[config.mk]
export PLATFORM = sky130hd
export DESIGN_NAME = ram_sp_ctrl
export DESIGN_NICKNAME = d
export VERILOG_FILES = /design/src/rtl/ram_sp_ctrl.sv
export SDC_FILE = /design/constraint.sdc
export NUM_CORES = 2
export LEC_CHECK = 0
export ABC_AREA = 0
export BUFFER_PORTS_ARGS = -buffer_cell sky130_fd_sc_hd__buf_2
export CAP_MARGIN = 30
export CORE_ASPECT_RATIO = 1.1
export CORE_MARGIN = 3
export CORE_UTILIZATION = 50
export DETAILED_ROUTE_END_ITERATION = 8
export PLACE_DENSITY = 0.65
export SYNTH_ARGS = -nofsm -noshare
export SYNTH_HDL_FRONTEND = slang
export SYNTH_SLANG_ARGS = --single-unit
[constraint.sdc]
create_clock -name clk -period 12.65 [get_ports clk]
set_input_delay 0.6325 -clock clk [delete_from_list [all_inputs] [get_ports clk]]
set_output_delay 0.6325 -clock clk [all_outputs]
set_load 0.01 [all_outputs]
[src/rtl/ram_sp_ctrl.sv]
// ram_sp_ctrl: single-port synchronous RAM behind a req/ready port.
// The RAM has a selectable read latency (1 or 2), a selectable read-during-write
// mode, and a clear engine that zero-fills the array one word per cycle.
// The array is inferred (no vendor IP). Reset never touches the array; only the
// clear engine zeroes it.
module ram_sp_ctrl #(
    parameter int DATA_W     = 16,
    parameter int ADDR_W     = 8,
    parameter int DEPTH      = 2**ADDR_W,
    parameter int RD_LAT     = 1,
    parameter int WR_MODE    = 0,
    parameter int CLR_ON_RST = 1
) (
    input  logic              clk,
    input  logic              rst,
    input  logic              req,
    input  logic              we,
    input  logic [ADDR_W-1:0] addr,
    input  logic [DATA_W-1:0] din,
    input  logic              clear,
    output logic              ready,
    output logic              busy,
    output logic [DATA_W-1:0] dout,
    output logic              dout_valid
);

    typedef enum logic [0:0] {
        CLEAR = 1'b0,
        IDLE  = 1'b1
    } state_t;

    // The counter is one bit wider than the address, so DEPTH itself is representable.
    localparam logic [ADDR_W:0] DEPTH_C = (ADDR_W+1)'(DEPTH);
    localparam logic [ADDR_W:0] LAST_C  = (ADDR_W+1)'(DEPTH - 1);
    localparam logic            RST_RDY = (CLR_ON_RST == 0) ? 1'b1 : 1'b0;
    localparam state_t          RST_ST  = (CLR_ON_RST == 0) ? IDLE : CLEAR;

    logic [DATA_W-1:0] mem [DEPTH];

    state_t            state_r;
    state_t            state_nxt_s;
    logic [ADDR_W:0]   clr_cnt_r;
    logic [ADDR_W:0]   clr_cnt_nxt_s;
    logic              ready_r;
    logic              busy_r;

    logic              acc_s;
    logic              in_range_s;
    logic              wr_en_s;
    logic [ADDR_W-1:0] wr_addr_s;
    logic [DATA_W-1:0] wr_data_s;
    logic [DATA_W-1:0] rd_data_s;

    logic [DATA_W-1:0] s1_data_r;
    logic              s1_valid_r;

    // The port accepts only from the registered ready flag, so acceptance never
    // depends combinationally on the request inputs themselves.
    assign acc_s      = req && ready_r;
    assign in_range_s = ({1'b0, addr} < DEPTH_C);

    // Next-state and clear-counter logic.
    always_comb begin
        state_nxt_s   = state_r;
        clr_cnt_nxt_s = clr_cnt_r;
        case (state_r)
            CLEAR: begin
                if (clr_cnt_r == LAST_C) begin
                    state_nxt_s   = IDLE;
                    clr_cnt_nxt_s = '0;
                end else begin
                    clr_cnt_nxt_s = clr_cnt_r + (ADDR_W+1)'(1);
                end
            end
            IDLE: begin
                if (clear) begin
                    state_nxt_s   = CLEAR;
                    clr_cnt_nxt_s = '0;
                end else begin
                    clr_cnt_nxt_s = clr_cnt_r;
                end
            end
            default: begin
                state_nxt_s   = IDLE;
                clr_cnt_nxt_s = '0;
            end
        endcase
    end

    // State register; ready and busy are registered decodes of the next state.
    always_ff @(posedge clk) begin
        if (rst) begin
            state_r   <= RST_ST;
            clr_cnt_r <= '0;
            ready_r   <= RST_RDY;
            busy_r    <= ~RST_RDY;
        end else begin
            state_r   <= state_nxt_s;
            clr_cnt_r <= clr_cnt_nxt_s;
            ready_r   <= (state_nxt_s == IDLE);
            busy_r    <= (state_nxt_s == CLEAR);
        end
    end

    // Select the array write: a zero-fill word while clearing, otherwise an
    // accepted in-range write. Out-of-range writes are dropped.
    always_comb begin
        wr_en_s   = 1'b0;
        wr_addr_s = '0;
        wr_data_s = '0;
        if (state_r == CLEAR) begin
            wr_en_s   = 1'b1;
            wr_addr_s = clr_cnt_r[ADDR_W-1:0];
            wr_data_s = '0;
        end else if (acc_s && we && in_range_s) begin
            wr_en_s   = 1'b1;
            wr_addr_s = addr;
            wr_data_s = din;
        end else begin
            wr_en_s   = 1'b0;
        end
    end

    // Form the access result. Out-of-range addresses return zero. A write-first
    // access forwards din instead of the old word.
    always_comb begin
        rd_data_s = '0;
        if (!in_range_s) begin
            rd_data_s = '0;
        end else if (we && (WR_MODE != 0)) begin
            rd_data_s = din;
        end else begin
            rd_data_s = mem[addr];
        end
    end

    // Array write port. It has no reset, and writes are blocked while rst is high
    // so that reset never changes the contents.
    always_ff @(posedge clk) begin
        if (wr_en_s && !rst) begin
            mem[wr_addr_s] <= wr_data_s;
        end
    end

    // First output stage: the registered memory result. Data holds between results.
    always_ff @(posedge clk) begin
        if (rst) begin
            s1_valid_r <= 1'b0;
            s1_data_r  <= '0;
        end else begin
            s1_valid_r <= acc_s;
            if (acc_s) begin
                s1_data_r <= rd_data_s;
            end
        end
    end

    generate
        if (RD_LAT == 1) begin : g_lat1
            assign dout       = s1_data_r;
            assign dout_valid = s1_valid_r;
        end else begin : g_lat2
            logic [DATA_W-1:0] s2_data_r;
            logic              s2_valid_r;

            // Second output stage: adds one cycle of latency and holds the last result.
            always_ff @(posedge clk) begin
                if (rst) begin
                    s2_valid_r <= 1'b0;
                    s2_data_r  <= '0;
                end else begin
                    s2_valid_r <= s1_valid_r;
                    if (s1_valid_r) begin
                        s2_data_r <= s1_data_r;
                    end
                end
            end

            assign dout       = s2_data_r;
            assign dout_valid = s2_valid_r;
        end
    endgenerate

    assign ready = ready_r;
    assign busy  = busy_r;

endmodule

==> flow_summary.rst <==
.. list-table::
   :header-rows: 1

   * - Metric
     - Value
   * - Ys Warns
     - 0
   * - Count of distinct cell types in the synthesized netlist
     - 58
   * - Count of final setup violators
     - 0
   * - Clock latency on the worst-skew pair
     - 0.97 ns
   * - Area growth from synthesis to layout
     - 12.6%
   * - Area share of the largest cell type after synthesis
     - about 77%
   * - Number of detailed-routing iterations run before antenna repair
     - 5
   * - Vias after detailed routing
     - 80200
   * - Launching element type of the critical path
     - input pin
   * - Reg2reg setup slack
     - around 8.1 ns
   * - Clock buffers created by TritonCTS
     - 403
   * - DIE HEIGHT
     - around 600 um
   * - Net Count, Synth
     - 7776
   * - Cell-by-cell trace of the critical path
     - buf_8, buf_4, buf_4, buf_4, mux4_2, a22oi_1, nand3_1, nand2_1, nor4_1, nand4_1, o21ai_1
   * - Total power after layout
     - ~28 mW
   * - Transition at the pin with the smallest max-transition slack
     - between 1 and 1.5 ns
   * - Nets@finish
     - between 8000 and 9000
   * - Clock Skews
     - slightly below 0.06 ns
   * - Power density normalized to cell area
     - around 150 mW/mm^2
   * - DRC violation count after routing
     - 0
   * - Worst R2R Start
     - ready
   * - Critical path class
     - in -> reg
   * - Cell at the root of the clock tree
     - sky130_fd_sc_hd__clkbuf_16
   * - Number of setup buffers added after CTS
     - 0
   * - Number of global-route vias before repair
     - between 70000 and 80000
   * - Status
     - finished, final reports clean
   * - Biggest area contributors in the synthesized netlist
     - sky130_fd_sc_hd__edfxtp_1 77%, sky130_fd_sc_hd__mux4_2 9.0%, sky130_fd_sc_hd__mux2i_1 4.6%, sky130_fd_sc_hd__a22oi_1 2.1%, sky130_fd_sc_hd__nor2_1 0.75%
   * - Fin cells
     - 12600
   * - Die Footprint
     - between 0.3 and 0.4 sq mm
   * - Synthesized instance count
     - 7746
   * - DP HPWL
     - 244000 um
   * - Maximum number of pins on one net before global-route repair
     - approximately 190
   * - Worst slew margin relative to its limit
     - roughly 6.4%
   * - Maximum operating frequency
     - between 0.2 and 0.25 GHz
   * - Leading cell types by count after synthesis
     - 4096 x sky130_fd_sc_hd__edfxtp_1, 736 x sky130_fd_sc_hd__mux2i_1, 639 x sky130_fd_sc_hd__mux4_2
   * - Number of buffers between clock root and the deepest sink
     - 4
   * - Hold Crit Endpoint
     - clr_cnt_r[3]
   * - Die width
     - about 540 um
   * - Post-synthesis instance area
     - between 0.15 and 0.2 sq mm
   * - Share of the clock period used by the worst path after layout
     - around 39%
   * - Number of core rows
     - ~220
   * - Data required time at the worst endpoint
     - 13.53 ns
   * - Final routed wirelength across all metal layers
     - approximately 420000 um
   * - Post-DR vias/cell
     - 6.35
   * - Leak Pwr
     - approximately 52 nW
   * - I/O pin count
     - 48
   * - Tot GR Track Use
     - between 20% and 30%
   * - Maximum capacitance violations
     - 0
   * - Count of buffers from port buffering
     - 47
   * - Detail Route Antenna Nets
     - 0
   * - Worst Hold Slack
     - between 0.1 and 0.15 ns
   * - CTS hold repair buffers
     - 1
   * - First-pass GRT wire length
     - around 590000 um
   * - Initial core utilization
     - 50.4%
   * - Setup total negative slack
     - 0 ns
   * - Hold Crit Start
     - rst
   * - Crit path largest cell delay
     - about 0.76 ns
   * - Largest delay contributor family on the critical path
     - buffers and inverters
   * - Most used DFF post-synth
     - sky130_fd_sc_hd__edfxtp_1
   * - FF-to-FF End
     - mem[10][9]
   * - TritonCTS clock tree
     - yes
   * - Post-Syn Area per Cell
     - roughly 20 sq um
   * - Final weighted congestion in routability-driven placement
     - between 0.8 and 0.9
   * - Depth of the worst register-to-register path
     - 6
   * - TritonCTS Sinks
     - slightly above 4000
   * - Arrival time of the worst setup path
     - a little under 6 ns
   * - Proportion of synthesized chip area in sequential cells
     - around 80%
   * - Clk slew on worst S/H paths
     - ~0.06 ns
   * - Hold depth
     - 2
   * - Slowest CP cell
     - sky130_fd_sc_hd__buf_4
   * - Crit Path Max Fanout
     - 52
   * - Share of flip-flops with an asynchronous set or reset after synthesis
     - 0%
   * - Detailed Route Iter0 Violations
     - ~10000
   * - Largest area contributor in the synthesized netlist
     - sky130_fd_sc_hd__edfxtp_1
   * - Worst vdd ir
     - between 0.1 and 0.15 mV
   * - Time the final worst path needs with I/O delays and setup
     - about 5 ns
   * - PostCTS Resize Cnt
     - 0
   * - Final Hold Fails
     - 0
   * - Cell seen most often among critical-path stages
     - sky130_fd_sc_hd__buf_4
   * - Register bit count reported by yosys
     - about 4100
   * - Initial antenna violation count
     - 19
   * - Unrepaired setup endpoints after global routing
     - no
   * - Cell count after placement
     - 11900
   * - Top-count cell post-synth
     - sky130_fd_sc_hd__edfxtp_1
   * - Share of layout cells above drive strength 1
     - ~22%
   * - H-tree levels
     - 5
   * - Number of synthesized flops with an enable pin
     - 4096
   * - Slew Limit Fails
     - 0
   * - Sort of element at the end of the critical path
     - flip-flop
   * - Global route overflow
     - 0
   * - Worst min-delay path category
     - in -> reg
   * - CORE AREA
     - between 0.3 and 0.4 sq mm
   * - Util after Layout
     - 56.7%
   * - Detail-routed net length per standard cell
     - around 33 um
   * - Count of buffering cells on the critical path with inverters included
     - 4
## area by class of cell
class,count,area [sq um]
Inverter,6,22.5
Multi-Input combinational cell,3146,33000
Clock buffer,489,10600
Antenna cell,13,32.5
Tap cell,4142,5180
Sequential cell,4124,124000
Clock inverter,253,2690
Fill cell,22900,137000
Timing Repair Buffer,465,3970
## per-stage QoR
stage / setup slack, ns / instance area [sq um]
detailed placement: 6.84 / 166000
floorplan: 7.09 / 159000
finish: 7.75 / 179000
global route: 7.61 / 179000
CTS: 7.81 / 179000
global placement: 6.80 / 165000
## sequential cells by signal (all words and copies together) (netlist names)
name,cells
dout,16
busy,1
clr_cnt_r,9
ready,1
dout_valid,1
mem,4096
## routing by layer
metal / vias to the layer above / global-route usage [%] / part of all wire [%] / routed length [um]
met5: - / 0.339 / 0.053 / 219
met4: 10 / 10.8 / 4.6 / 19200
met3: 726 / 4.28 / 8.7 / 36300
met2: 3953 / 40.4 / 48 / 200000
met1: 42400 / 35.2 / 38 / 160000
li1: 33100 / - / - / -
## cells by family after synthesis
kind of cell | after synthesis | share of synthesized area (%)
AOI/OAI and AO/OA | 915 | 3.92
and+or+nand+nor | 760 | 2.27
buffers and inverters | 476 | 1.76
adders and majority gates | 1 | 0.00787
DFF | 4124 | 77.7
muxes | 1470 | 14.4
## power breakdown
group	internal [mW]	leakage, nW	switching (mW)
sequential	14.8	32.7	0.00364
combinational	0.257	13.3	0.509
clock	6.97	6.46	5.08
## placed cells by master, fill, tap and decap left out, types with 17 or more instances in the layout
cell type	netlist	final
sky130_fd_sc_hd__nand4_1	114	114
sky130_fd_sc_hd__o21ai_1	62	63
sky130_fd_sc_hd__o221ai_1	63	63
sky130_fd_sc_hd__a21oi_1	135	134
sky130_fd_sc_hd__buf_4	71	372
sky130_fd_sc_hd__and2_4	0	17
sky130_fd_sc_hd__o22ai_1	66	66
sky130_fd_sc_hd__nor2_1	316	291
sky130_fd_sc_hd__buf_8	5	17
sky130_fd_sc_hd__clkinv_2	0	69
sky130_fd_sc_hd__mux2i_1	736	736
sky130_fd_sc_hd__mux2_2	95	95
sky130_fd_sc_hd__nor2_2	2	25
sky130_fd_sc_hd__buf_2	133	44
sky130_fd_sc_hd__clkbuf_16	0	408
sky130_fd_sc_hd__clkinv_1	0	93
sky130_fd_sc_hd__o21ai_0	75	74
sky130_fd_sc_hd__edfxtp_1	4096	4096
sky130_fd_sc_hd__nor3_1	19	18
sky130_fd_sc_hd__nand3_1	58	58
sky130_fd_sc_hd__dfxtp_1	28	28
sky130_fd_sc_hd__mux4_2	639	639
sky130_fd_sc_hd__bufinv_16	0	49
sky130_fd_sc_hd__and3_1	19	19
sky130_fd_sc_hd__clkbuf_1	167	74
sky130_fd_sc_hd__nand2_1	142	126
sky130_fd_sc_hd__a22oi_1	436	436
## how the worst max path moves through the flow
stage	start	to	slack (ns)	cells after the start
after global placement	addr[0]	dout[6]	6.80	9
after CTS	addr[0]	dout[13]	7.81	11
after global routing	addr[0]	dout[5]	7.61	10
final	addr[1]	dout[8]	7.75	11
after detailed placement	addr[0]	dout[13]	6.84	11
after floorplan	we	mem[0][10]	7.09	5
No activity file was read; power rests on OpenSTA's default activity.
